## src/rtl/niosii_onchip_mem_arbiter.sv

```systemverilog
// Two-master round-robin arbiter in front of a single-port on-chip RAM with 1-cycle read latency.
// Out-of-range accesses are absorbed locally and raise a sticky error flag.
module niosii_onchip_mem_arbiter #(
  parameter int MEM_WORDS = 12000,
  parameter int ADDR_W    = 14
) (
  input  logic              clk,
  input  logic              reset_n,
  input  logic [ADDR_W-1:0] m0_address,
  input  logic              m0_read,
  input  logic              m0_write,
  input  logic [3:0]        m0_byteenable,
  input  logic [31:0]       m0_writedata,
  output logic              m0_waitrequest,
  output logic [31:0]       m0_readdata,
  output logic              m0_readdatavalid,
  input  logic [ADDR_W-1:0] m1_address,
  input  logic              m1_read,
  input  logic              m1_write,
  input  logic [3:0]        m1_byteenable,
  input  logic [31:0]       m1_writedata,
  output logic              m1_waitrequest,
  output logic [31:0]       m1_readdata,
  output logic              m1_readdatavalid,
  output logic [ADDR_W-1:0] mem_address,
  output logic [3:0]        mem_byteenable,
  output logic [31:0]       mem_writedata,
  output logic              mem_chipselect,
  output logic              mem_write,
  output logic              mem_clken,
  input  logic [31:0]       mem_readdata,
  input  logic              err_clr,
  output logic              err_oor
);

  logic [ADDR_W-1:0] m_address   [2];
  logic [3:0]        m_byteenable[2];
  logic [31:0]       m_writedata [2];
  logic [31:0]       m_readdata  [2];
  logic [1:0]        req;
  logic [1:0]        is_wr;
  logic [1:0]        grant;
  logic [1:0]        waitreq;
  logic [1:0]        rd_valid;

  logic last_grant_reg;
  logic sel_reg;
  logic rd_pending_reg;
  logic rd_owner_reg;
  logic rd_oor_reg;
  logic err_oor_reg;

  logic any_grant;
  logic grant_idx;
  logic sel;
  logic oor;
  logic rd_grant;
  logic err_oor_next;

  assign m_address[0]    = m0_address;
  assign m_address[1]    = m1_address;
  assign m_byteenable[0] = m0_byteenable;
  assign m_byteenable[1] = m1_byteenable;
  assign m_writedata[0]  = m0_writedata;
  assign m_writedata[1]  = m1_writedata;
  assign req             = {m1_read | m1_write, m0_read | m0_write};
  // read+write together is treated as a plain write
  assign is_wr           = {m1_write, m0_write};

  // No grants while reset is asserted, so waitrequest simply follows the request.
  always_comb begin
    grant = 2'b00;
    if (reset_n) begin
      if (req == 2'b11) grant = last_grant_reg ? 2'b01 : 2'b10;
      else              grant = req;
    end
  end

  assign any_grant = |grant;
  assign grant_idx = grant[1];
  assign sel       = any_grant ? grant_idx : sel_reg;
  assign oor       = 32'(m_address[sel]) >= 32'(MEM_WORDS);
  assign rd_grant  = any_grant & ~is_wr[sel];

  assign mem_address    = m_address[sel];
  assign mem_byteenable = m_byteenable[sel];
  assign mem_writedata  = m_writedata[sel];
  assign mem_chipselect = any_grant & ~oor;
  assign mem_write      = any_grant & ~oor & is_wr[sel];
  assign mem_clken      = any_grant | rd_pending_reg;

  always_comb begin
    err_oor_next = err_oor_reg;
    if (any_grant && oor) err_oor_next = 1'b1;
    else if (err_clr)     err_oor_next = 1'b0;
  end

  always_ff @(posedge clk or negedge reset_n) begin
    if (!reset_n) begin
      last_grant_reg <= 1'b1;
      sel_reg        <= 1'b0;
      rd_pending_reg <= 1'b0;
      rd_owner_reg   <= 1'b0;
      rd_oor_reg     <= 1'b0;
      err_oor_reg    <= 1'b0;
    end else begin
      rd_pending_reg <= rd_grant;
      err_oor_reg    <= err_oor_next;
      if (any_grant) begin
        last_grant_reg <= grant_idx;
        sel_reg        <= grant_idx;
      end
      if (rd_grant) begin
        rd_owner_reg <= grant_idx;
        rd_oor_reg   <= oor;
      end
    end
  end

  // Out-of-range reads return zero instead of whatever the RAM last produced.
  for (genvar gi = 0; gi < 2; gi++) begin : g_master
    assign waitreq[gi]    = req[gi] & ~grant[gi];
    assign rd_valid[gi]   = rd_pending_reg & (rd_owner_reg == 1'(gi));
    assign m_readdata[gi] = (rd_valid[gi] & ~rd_oor_reg) ? mem_readdata : 32'h0;
  end

  assign m0_waitrequest   = waitreq[0];
  assign m1_waitrequest   = waitreq[1];
  assign m0_readdatavalid = rd_valid[0];
  assign m1_readdatavalid = rd_valid[1];
  assign m0_readdata      = m_readdata[0];
  assign m1_readdata      = m_readdata[1];
  assign err_oor          = err_oor_reg;

endmodule

```

## config.mk

```make
export PLATFORM = sky130hd
export DESIGN_NAME = niosii_onchip_mem_arbiter
export DESIGN_NICKNAME = d
export VERILOG_FILES = /design/src/rtl/niosii_onchip_mem_arbiter.sv
export SDC_FILE = /design/constraint.sdc
export NUM_CORES = 1
export LEC_CHECK = 0
export CORE_AREA = 2 2 101 103
export CTS_CLUSTER_DIAMETER = 50
export CTS_CLUSTER_SIZE = 30
export DETAILED_ROUTE_END_ITERATION = 10
export DIE_AREA = 0 0 103 105
export GPL_TIMING_DRIVEN = 0
export PLACE_DENSITY = 0.66
export SYNTH_ARGS = -nofsm -noshare
export SYNTH_HDL_FRONTEND = slang
export SYNTH_SLANG_ARGS = --single-unit
```

## constraint.sdc

```tcl
create_clock -name clk -period 2.8 [get_ports clk]
set_input_delay 0.84 -clock clk [delete_from_list [all_inputs] [get_ports clk]]
set_output_delay 0.84 -clock clk [all_outputs]
set_load 0.01 [all_outputs]
```

After elaboration in Yosys (flattened, before gate mapping) --
Cells that the tools add are included.
Word-level totals: register bits after elaboration 6, bits of input ports 139, output and inout port bits 122, word-level logic and storage cells 51
Cells by class: order comparisons 3, equality and inequality tests 1, mux-type cells 19, bitwise operators 19, reduce and logical (&&, ||, !) cells 3
Operators with widths (count):
- two-way mux 32 bit | 5
- two-way mux 14 bit | 3
- greater-or-equal comparator 14 bit (second input constant) | 1
- two-way mux 4 bit | 3
- AND 1 bit | 9
- two-way mux 2 bit | 3
- NOT 1 bit | 6
- two-way mux 1 bit | 5
- bitwise OR 1 bit | 3
- equality test 2 bit (second input constant) | 1
- greater-or-equal comparator 2 bit (second input constant) | 1
- less-than comparator 1 x 2 -> 1 bit (second input constant) | 1
- NOT 1 -> 2 bit | 1
- nonzero test 2 bit | 1
- OR reduction 2 bit | 1
- logical AND 1 bit | 1

Longest topological paths before layout --
Gate-level depths: netlist (run 1).
depth after elaboration 14, depth in mapped cells 6, gate-level depth less buffers 4

Least setup slack after synthesis (run 1) --
No wires, ideal clock.
kind input-to-output, from in m0_read, to out mem_writedata[12], arrival 2.089 ns, data required time 1.960 ns, setup slack -0.129 ns, stages 6, path buffers 2, cell sequence o21a_1 and2_1 buf_6 o21ai_4 buf_6 mux2_1
On the way: longest elaborated chain between the ends 10
Ends and longest elaborated chain:
- start: declaration | RTL line 10 | input logic m0_read,
- bitwise OR 1 bit * | RTL line 66 | assign req = {m1_read | m1_write, m0_read | m0_write};
- equality test 2 bit | RTL line 74 | if (req == 2'b11) grant = last_grant_reg ? 2'b01 : 2'b10;
- two-way mux 2 bit * | RTL line 74
- two-way mux 2 bit * | RTL line 73 | if (reset_n) begin
- OR reduction 2 bit | RTL line 79 | assign any_grant = |grant;
- two-way mux 1 bit *
- NOT 1 -> 2 bit (not written as such) * | RTL line 87 | assign mem_writedata = m_writedata[sel];
- two-way mux 32 bit (not written as such) * (3 in a row) | RTL line 87
- end: declaration | RTL line 27 | output logic [31:0] mem_writedata,
Mark *: on every way between the ends. The rest lies on a longest branch, timed or not. The select of a mux whose other input is x is not followed.

Final worst setup path (run 1) --
from in m0_read, to out mem_writedata[0]
The elaborated chain is that of the path after synthesis.

==> out/metrics.yaml, run 1 <==
status: "finished, violations left"
violations: "negative setup slack"
final_nets: 609
insertion_delay_ns: 0.22
grt_antenna_before_repair: 0
switching_share_pct: 33.99
synthTopCellsByArea: "and2_1, mux2_2, mux2_4"
fin_hold_ws_ns: 0.4138
vdd_drop_max_v: 0.0002350
cts_buffers: 3
critPathKind: "in -> out"
overflow: 0
synth_area_um2: 1579
netlist_instances: 179
grt_pass1_vias: 2615
diodes: 0
routed_wl_mm: 8.793
dp_slack_ns: -1.464
fmax_ghz: 0.3230
hold_violations: 0
setup_ws_ns: -0.2961
pwr-share-seq_pct: 6.2
dieHeight_um: 105
leakage_uw: 0.002849
synth_top_cell_by_area: "and2_1"
drt_iter0_drc: 30
maxSlewViolCount: 0
clock_tree.root_cell: "clkbuf_8"
synth_commonest_cells: "and2_1, mux2_2, mux2_4"
hold_class: "in -> async"
synth_fp_nets: 318
clk_path_buf_depth: 2
grtUsageTotal_pct: 14.76
worst_pin_slew_ns: 0.2823
reg2reg_slack_ns: 1.07
syn_avg_cell_area_um2: 8.821
fin_crit_sh_pct: 110.6
pwr-share-comb_pct: 87.5
regArea_um2: 151.4
synthDistinctLibCells: 33
ys.warnings.count: 0
ys_seq_area_share_pct: 9.588
rows: 36
power.switching_uw: 730.2
initial_core_util_pct: 16.38
synthToLayoutAreaGrowth_pct: 212.0
via_per_inst: 4.154
first_pass_iters: 4
fin_crit_ns: 3.096
hpwlAfterDp_mm: 7.317
rsz0062_at_grt: "yes"
yosysMostFrequentCell: "and2_1"
die_x_um: 103
ant_nets: 0
cts_tree: "built"
synth_top_area_share_pct: 26.15
p_int_uw: 1418
power_uw: 2149
dieArea_um2: 10820
grt_max_degree: 12
finalSetupViolations: 53
synth_seq_cells: 6
crit_fanout: 6
cp_data_arrival_time_ns: 2.26
globalplace.congestion: 0.7919
port_buffers: 260
grt_pass1_wl_mm: 12.64
finClkSkew_ns: 0.001294
avgRoutedWirePerCell_um: 14.61
cts_num_sinks: 6
drcViolationCount: 0
drive_gt1_share_pct: 34.97
finalSetupTns_ns: -12.94
multi_input_area_um2: 1493
cp_data_required_time_ns: 1.96
relSlewSlack_pct: 81.18
async_reset_ff_share_pct: 100.0
synth_flop_cell: "dfrtp_1"
clk_transition_reported_paths_ns: 0.04
start_kind: "input port"
cap_violations: 0
end_kind: "output port"
num_vias: 2501
h-tree-depth: 1
clockPowerShare_pct: 6.3
hold_buffers: 0
p_per_area_nw_per_um2: 436.1
ios: 261
core_um2: 9639
fillers: 957
synth-edff-count: 0
==> timing repair <==
action,CTS,global route
buffers inserted,19,9
gates resized for setup,369,81
endpoints found under the setup margin,115,82
gates cloned,4,1
pin swaps,14,9
==> layout by cell type (no fill, tap or decap), types with 2 or more instances in the layout <==
cell type / instances
clkdlybuf4s50_1: 122
and2_1: 65
buf_6: 53
dlygate4sd2_1: 46
mux2_4: 45
dlymetal6s2s_1: 30
buf_4: 17
clkbuf_2: 8
buf_2: 7
buf_12: 6
buf_8: 6
mux2_2: 5
dfrtp_1: 5
inv_1: 4
nor2_1: 4
and3_1: 3
a31oi_1: 3
nand2_1: 3
clkbuf_8: 3
o21a_1: 2
o22ai_1: 2
o221ai_1: 2
clkdlybuf4s15_1: 2
==> per-layer routing <==
| layer | part of all wire (%) | global-route usage (%) |
|---|---|---|
| met2 | 55 | 30.19 |
| met3 | 13 | 6.488 |
| met1 | 30 | 12.06 |
| met5 | 0 | 0 |
| met4 | 1.8 | 4.135 |
==> critical path, cell delays in order <==
cell and delay, ns:
buf_8 0.10, o21a_1 0.20, and2_4 0.15, o21ai_4 0.14
buf_12 0.14, buf_12 0.12, buf_8 0.12, mux2_4 0.30
buf_6 0.12
==> power by group through the flow <==
stage	Clock, µW	Combinational, µW	Sequential [µW]
after floorplan	0	718	132
after global placement	0	1480	132
after detailed placement	0	1490	133
after CTS	138	1890	133
after global routing	144	1990	136
final	136	1880	134
==> through the flow <==
step / utilization (%) / std cells / area (µm²)
global placement: 45.22 / 572 / 4359
floorplan: - / 179 / 1590
finish: 51.12 / 602 / 4927
global route: 51.12 / 602 / 4927
CTS: 49.33 / 598 / 4755
detailed placement: 45.22 / 572 / 4359
==> final timing paths <==
kind	start	cells past startpoint	to
setup / recovery	m0_read	9	mem_writedata[0]
hold / removal	reset_n	1	rd_oor_reg
setup reg to reg	last_grant_reg	9	rd_oor_reg
hold reg to reg	last_grant_reg	1	last_grant_reg
max in group asynchronous	reset_n	1	last_grant_reg
min in group clk	last_grant_reg	1	last_grant_reg
==> cells by family (layout without fill, tap and decap cells) <==
logic type | after synthesis | count (layout) | share of synthesized area (%)
buf+inv | 16 | 306 | 6.655
mux | 50 | 50 | 40.41
compound gates | 22 | 22 | 11.02
simple gates | 85 | 85 | 32.33
flops | 6 | 6 | 9.588
==> final cells by class <==
cell class,count,area share (%)
multi-input combinational,157,30.29
inverter,4,0.3047
buffer,10,2.031
sequential,6,3.073
timing repair buffer,288,60.01
tap,133,3.377
clock buffer,4,0.9142
No activity file was read; power rests on OpenSTA's default activity.
==> run 2: changes to the inputs <==
- SLEW_MARGIN: default -> 20
==> results of run 2 <==
Final layout, timing and power as in run 1 (identical DEF).
